<file path="src/rtl/ex_mem.sv">
// EX->MEM pipeline register with HI/LO request and loop-back of execute's multi-cycle accumulate state.
// Latency 1 cycle, all outputs registered; flush > bubble (stall[3] only) > hold (stall[3]&stall[4]) > capture.
module ex_mem #(
  parameter int DATA_W  = 32,
  parameter int ADDR_W  = 5,
  parameter int STALL_W = 6
) (
  input  logic                clk,
  input  logic                rst,
  input  logic [STALL_W-1:0]  stall,
  input  logic                flush,
  input  logic                ex_valid_i,
  input  logic [ADDR_W-1:0]   ex_wd_i,
  input  logic                ex_wreg_i,
  input  logic [DATA_W-1:0]   ex_wdata_i,
  input  logic                ex_whilo_i,
  input  logic [DATA_W-1:0]   ex_hi_i,
  input  logic [DATA_W-1:0]   ex_lo_i,
  input  logic [2*DATA_W-1:0] hilo_temp_i,
  input  logic [1:0]          cnt_i,
  output logic                mem_valid_o,
  output logic [ADDR_W-1:0]   mem_wd_o,
  output logic                mem_wreg_o,
  output logic [DATA_W-1:0]   mem_wdata_o,
  output logic                mem_whilo_o,
  output logic [DATA_W-1:0]   mem_hi_o,
  output logic [DATA_W-1:0]   mem_lo_o,
  output logic [2*DATA_W-1:0] hilo_temp_o,
  output logic [1:0]          cnt_o
);

  typedef struct packed {
    logic              valid;
    logic [ADDR_W-1:0] wd;
    logic              wreg;
    logic [DATA_W-1:0] wdata;
    logic              whilo;
    logic [DATA_W-1:0] hi;
    logic [DATA_W-1:0] lo;
  } pipe_t;

  pipe_t               pipe_q, pipe_d, pipe_in;
  logic [2*DATA_W-1:0] hilo_temp_q, hilo_temp_d;
  logic [1:0]          cnt_q, cnt_d;
  logic                ex_stall, mem_stall;

  assign ex_stall  = stall[3];
  assign mem_stall = stall[4];

  always_comb begin
    pipe_in       = '0;
    pipe_in.valid = ex_valid_i;
    pipe_in.wd    = ex_wd_i;
    pipe_in.wreg  = ex_wreg_i;
    pipe_in.wdata = ex_wdata_i;
    pipe_in.whilo = ex_whilo_i;
    pipe_in.hi    = ex_hi_i;
    pipe_in.lo    = ex_lo_i;
  end

  // Illegal stall[3]=0/stall[4]=1 falls through to capture.
  always_comb begin
    pipe_d      = pipe_q;
    hilo_temp_d = hilo_temp_q;
    cnt_d       = cnt_q;
    if (flush) begin
      pipe_d      = '0;
      hilo_temp_d = '0;
      cnt_d       = '0;
    end else if (ex_stall && !mem_stall) begin
      pipe_d      = '0;
      hilo_temp_d = hilo_temp_i;
      cnt_d       = cnt_i;
    end else if (ex_stall && mem_stall) begin
      pipe_d      = pipe_q;
    end else begin
      pipe_d      = pipe_in;
      hilo_temp_d = '0;
      cnt_d       = '0;
    end
  end

  always_ff @(posedge clk or negedge rst) begin
    if (!rst) begin
      pipe_q      <= '0;
      hilo_temp_q <= '0;
      cnt_q       <= '0;
    end else begin
      pipe_q      <= pipe_d;
      hilo_temp_q <= hilo_temp_d;
      cnt_q       <= cnt_d;
    end
  end

  assign mem_valid_o = pipe_q.valid;
  assign mem_wd_o    = pipe_q.wd;
  assign mem_wreg_o  = pipe_q.wreg;
  assign mem_wdata_o = pipe_q.wdata;
  assign mem_whilo_o = pipe_q.whilo;
  assign mem_hi_o    = pipe_q.hi;
  assign mem_lo_o    = pipe_q.lo;
  assign hilo_temp_o = hilo_temp_q;
  assign cnt_o       = cnt_q;

  a_no_mem_only_stall: assert property (@(posedge clk) disable iff (!rst) !(mem_stall && !ex_stall));

endmodule

</file>
<file path="config.mk">
export PLATFORM = sky130hd
export DESIGN_NAME = ex_mem
export DESIGN_NICKNAME = d
export VERILOG_FILES = /design/src/rtl/ex_mem.sv
export SDC_FILE = /design/constraint.sdc
export NUM_CORES = 1
export LEC_CHECK = 0
export BUFFER_PORTS_ARGS = -buffer_cell sky130_fd_sc_hd__buf_4
export CAP_MARGIN = 15
export CORE_AREA = 2 2 134 136
export DETAILED_ROUTE_END_ITERATION = 10
export DIE_AREA = 0 0 136 138
export PLACE_DENSITY = 0.74
export REMOVE_ABC_BUFFERS = 1
export SETUP_SLACK_MARGIN = 0.4
export SLEW_MARGIN = 20
export SYNTH_ARGS = -nofsm -noshare
export SYNTH_HDL_FRONTEND = slang
export SYNTH_SLANG_ARGS = --single-unit
</file>
<file path="constraint.sdc">
create_clock -name clk -period 0.8 [get_ports clk]
set_input_delay 0.04 -clock clk [delete_from_list [all_inputs] [get_ports clk]]
set_output_delay 0.04 -clock clk [all_outputs]
set_load 0.01 [all_outputs]
</file>
After elaboration in Yosys (flattened, before gate mapping)

Cells that the tools add are included.

Register bits after elaboration: 170
Input port bits: 179
Output and inout bits: 170
Word-level logic and storage cells: 22

Equality and inequality tests: 1
Multiplexer cells: 9
Reductions and logical operators: 3

Operator list:

| kind                                 | number |
|---|---|
| 104-bit 2-to-1 mux                   | 3 |
| 64-bit 2-to-1 mux                    | 3 |
| 2-bit 2-to-1 mux                     | 3 |
| 3-bit != test, second input constant | 1 |
| 1-bit logical AND                    | 2 |
| 1-bit logical NOT                    | 1 |

Logic depth before layout (Yosys ltp)

Word-level depth: 4
Gate-level depth with buffers: 6

Least setup slack after synthesis

No wires, ideal clock.

Path type: input to register
Start point: input port flush
End point: register hilo_temp_q[23], in the netlist hilo_temp_o[23]
Data arrival time: 0.746 ns
Data required time: 0.679 ns
Path slack: -0.068 ns
Stages on the path: 5
Path buffers: 3
Cell sequence: clkbuf_1 -> nand2b_1 -> buf_2 -> buf_2 -> nor2_1

Word-level cells in the longest chain between the ends: 1

Ends and longest elaborated chain:

| item                                                                | line | text |
|---|---|---|
| start, declared                                                     | 11   | `input logic flush,` |
| 3-bit != test (no line) / 64-bit 2-to-1 mux (equally long branches) | n/a  |  |
| end signal, assigned                                                | 90   | `hilo_temp_q <= hilo_temp_d;` |
| end, declared                                                       | 43   | `logic [2*DATA_W-1:0] hilo_temp_q, hilo_temp_d;` |

Parallel ways exist; a longest one is shown, timed or not.
A chain may end at the register's enable or synchronous reset.

Final worst setup path

Start point: register hilo_temp_q[11], in the netlist hilo_temp_o[11]
End point: output port hilo_temp_o[11]

RTL lines:

| item          | line | text |
|---|---|---|
| end, declared | 28   | `output logic [2*DATA_W-1:0] hilo_temp_o,` |

No word-level cell between the ends.

==> results.json <==
{
  "status": "complete, but fails checks",
  "violations": "negative hold slack, negative setup slack",
  "synthTopCellsByCount": "dfrtp_1 (170), nand2b_1 (105), a21oi_1 (104), nand3_1 (104)",
  "fin_skew_ns": 0,
  "synth_top_area_cell": "dfrtp_1",
  "synth_area_um2": 7160,
  "finalMaxSlewViolations": 0,
  "ctsRootBufferMaster": "clkbuf_16",
  "drv_cap": 0,
  "min_path_type": "in -> async",
  "relSlewSlack_pct": 58.1,
  "path_max_fanout": 2,
  "avgRoutedWirePerCell_um": 18.4,
  "drc_errors": 0,
  "antenna_found_initial": 0,
  "critPathBufInv": 1,
  "routed_via_density": 5.06,
  "wl_met3_um": 2030,
  "worst_slack_ns": -0.239,
  "power-per-cell-area_nw_per_um2": 1670,
  "portBuffers": 344,
  "period_share_pct": 130,
  "fmax_mhz": 963,
  "seq_area_frac_synth_pct": 59.4,
  "reg2reg_slack_ns": -0.14,
  "design_area_um2": 12900,
  "synthFlopType": "dfrtp_1",
  "final_nets": 1276,
  "core_area_um2": 17500,
  "pwr-share-comb_pct": 17.4,
  "ys_ff_latch": 170,
  "clock_latency_ns": 0.41,
  "track_usage_pct": 23.5,
  "timing.final.crit_period_ns": 1.04,
  "ys_types": 11,
  "dieHeight_um": 138,
  "clk_pin_slew_ns": 0.07,
  "synth.area.top_cells": "dfrtp_1 (59%), mux2i_1 (9.2%), nand2b_1 (9.2%)",
  "tns_ns": -34.55,
  "ant_nets": 0,
  "synth_cells": 676,
  "rsz0062_at_grt": "true",
  "drt-initial-drc-count": 307,
  "setup_violations": 219,
  "route.met2.wl_um": 13000,
  "cts_buffers": 17,
  "grt_pass1_vias": 6582,
  "cts_sinks": 170,
  "floorplan.initialDensity_pct": 40.8,
  "fp-row-count": 49,
  "required_ns": 0.76,
  "crit_arrival_ns": 1.00,
  "cpLargestDelayFamily": "flip-flops",
  "ys_async_sr_fraction_pct": 100,
  "synth.top_cell.area_share_pct": 59.4,
  "layout-drive-gt1-share_pct": 56.8,
  "cts_tree": "yes",
  "worst_pin_slew_ns": 0.629,
  "grt_overflow_total": 0,
  "grt_pass1_wl_um": 34700,
  "intPower_w": 0.0162,
  "drtPass1Iterations": 4,
  "swShare_pct": 24.9,
  "power_leakage_nw": 6.14,
  "p_clk_share_pct": 39.8,
  "avgSynthCellArea_um2": 10.6,
  "finalHoldViolations": 340,
  "whs_ns": -0.579,
  "total_power_w": 0.0216,
  "syn2layout_area_growth_pct": 80.3,
  "place_congestion": 0.818,
  "cpPeakStageDelay_ns": 0.44,
  "h-tree-depth": 4,
  "rr_worst_depth": 4,
  "grt_start_max_net_pins": 96,
  "synth_edf_count": 0,
  "ir_drop_mv": 1.35,
  "cp_slowest_cell": "dfrtp_1",
  "crit_chain": "buf_6",
  "cp.depth": 1,
  "cp-start-kind": "flop",
  "post-route-util_pct": 73.7,
  "dp.final_hpwl_um": 14900,
  "power_frac_seq_pct": 42.8,
  "post_dp_cell_area_um2": 10100,
  "drt-total-wl_um": 24700,
  "topRoutingLayerUsed": "met4",
  "num_vias": 6767,
  "ios": 349,
  "dp_slack_ns": -0.107,
  "p_switching_w": 0.00539,
  "endpoint_kind": "output pin",
  "diodes": 0,
  "die_w_um": 136,
  "worstSetupPathType": "reg -> out",
  "wl_met1_um": 8970,
  "clock_path_buffers": 2,
  "synth_most_common_cell": "dfrtp_1",
  "synth_warnings": 0,
  "dieArea_um2": 18800
}
cell usage in the layout (no fill, tap or decap):
cell        count
buf_12         13
bufinv_16       3
nand3_1        41
nand2b_1      104
clkinv_4        2
nand3_2        62
mux2i_1        65
a21oi_2        72
buf_6         244
mux2i_2         1
inv_6           1
clkbuf_1        2
nand3_4         1
nand2b_2        1
dfrtp_2         1
clkbuf_16      17
clkinvlp_4      3
dfrtp_1       169
a21oi_1        32
nor2_1         66
clkbuf_8        3
buf_4         206
layout make-up:
type                       instances  area, µm²
fill                            1132       4620
tap                              229        287
sequential                       170       4260
clock buffer                      22        474
timing repair buffer             463       4550
multi-input combinational        445       3210
clock inverter                     9        139
state kept, by name, summed over array words and instances (netlist names):
signal and flops:
hilo_temp_o 64, mem_hi_o 32, mem_lo_o 32, mem_wdata_o 32, mem_wd_o 5, cnt_o 2, mem_valid_o 1, mem_whilo_o 1
mem_wreg_o 1
per-stage QoR:
step	hold slack [ns]	std cells
2_1_floorplan	-0.256	615
5_1_grt	-0.586	1338
6_report	-0.579	1338
3_3_place_gp	-0.135	1218
4_1_cts	-0.587	1294
3_5_place_dp	-0.132	1218
path summary, 6_finish.rpt:
check,start,to
hold / removal,rst,mem_wdata_o[21]$_DFFE_PN0P_
setup / recovery,hilo_temp_o[11]$_DFFE_PN0P_,hilo_temp_o[11]
hold reg to reg,hilo_temp_o[63]$_DFFE_PN0P_,hilo_temp_o[63]$_DFFE_PN0P_
max in group asynchronous,rst,hilo_temp_o[40]$_DFFE_PN0P_
min in group clk,hilo_temp_i[63],hilo_temp_o[63]$_DFFE_PN0P_
setup reg to reg,hilo_temp_o[51]$_DFFE_PN0P_,hilo_temp_o[51]$_DFFE_PN0P_
cell families (layout without fill, tap and decap cells):
family / Yosys count / after routing / share of synthesized area [%]
compound gates: 104 / 104 / 7.27
buf+inv: 61 / 494 / 4.21
flops: 170 / 170 / 59.4
mux: 66 / 66 / 9.22
simple gates: 275 / 275 / 19.9
power groups by stage:
stage,sequential (W),clock (W),combinational [W]
final,0.00925,0.00860,0.00376
after global routing,0.00927,0.00911,0.00400
after CTS,0.00921,0.00876,0.00337
after detailed placement,0.00930,0,0.00292
after global placement,0.00929,0,0.00289
after floorplan,0.00944,0,0.000626
layer usage:
layer / global-route usage (%) / vias to the layer above
met2: 39.5 / 296
met1: 28.4 / 3315
met3: 7.48 / 52
met5: 0 / -
met4: 8.17 / 0
li1: - / 3104
timing repair:
action	4_1_cts	5_1_grt
gates cloned	0	0
endpoints found under the hold margin	340	340
resized for setup	238	142
setup buffers	45	44
pin swaps	138	28
setup endpoints to repair	340	340
(Power assumes the default switching activity.)
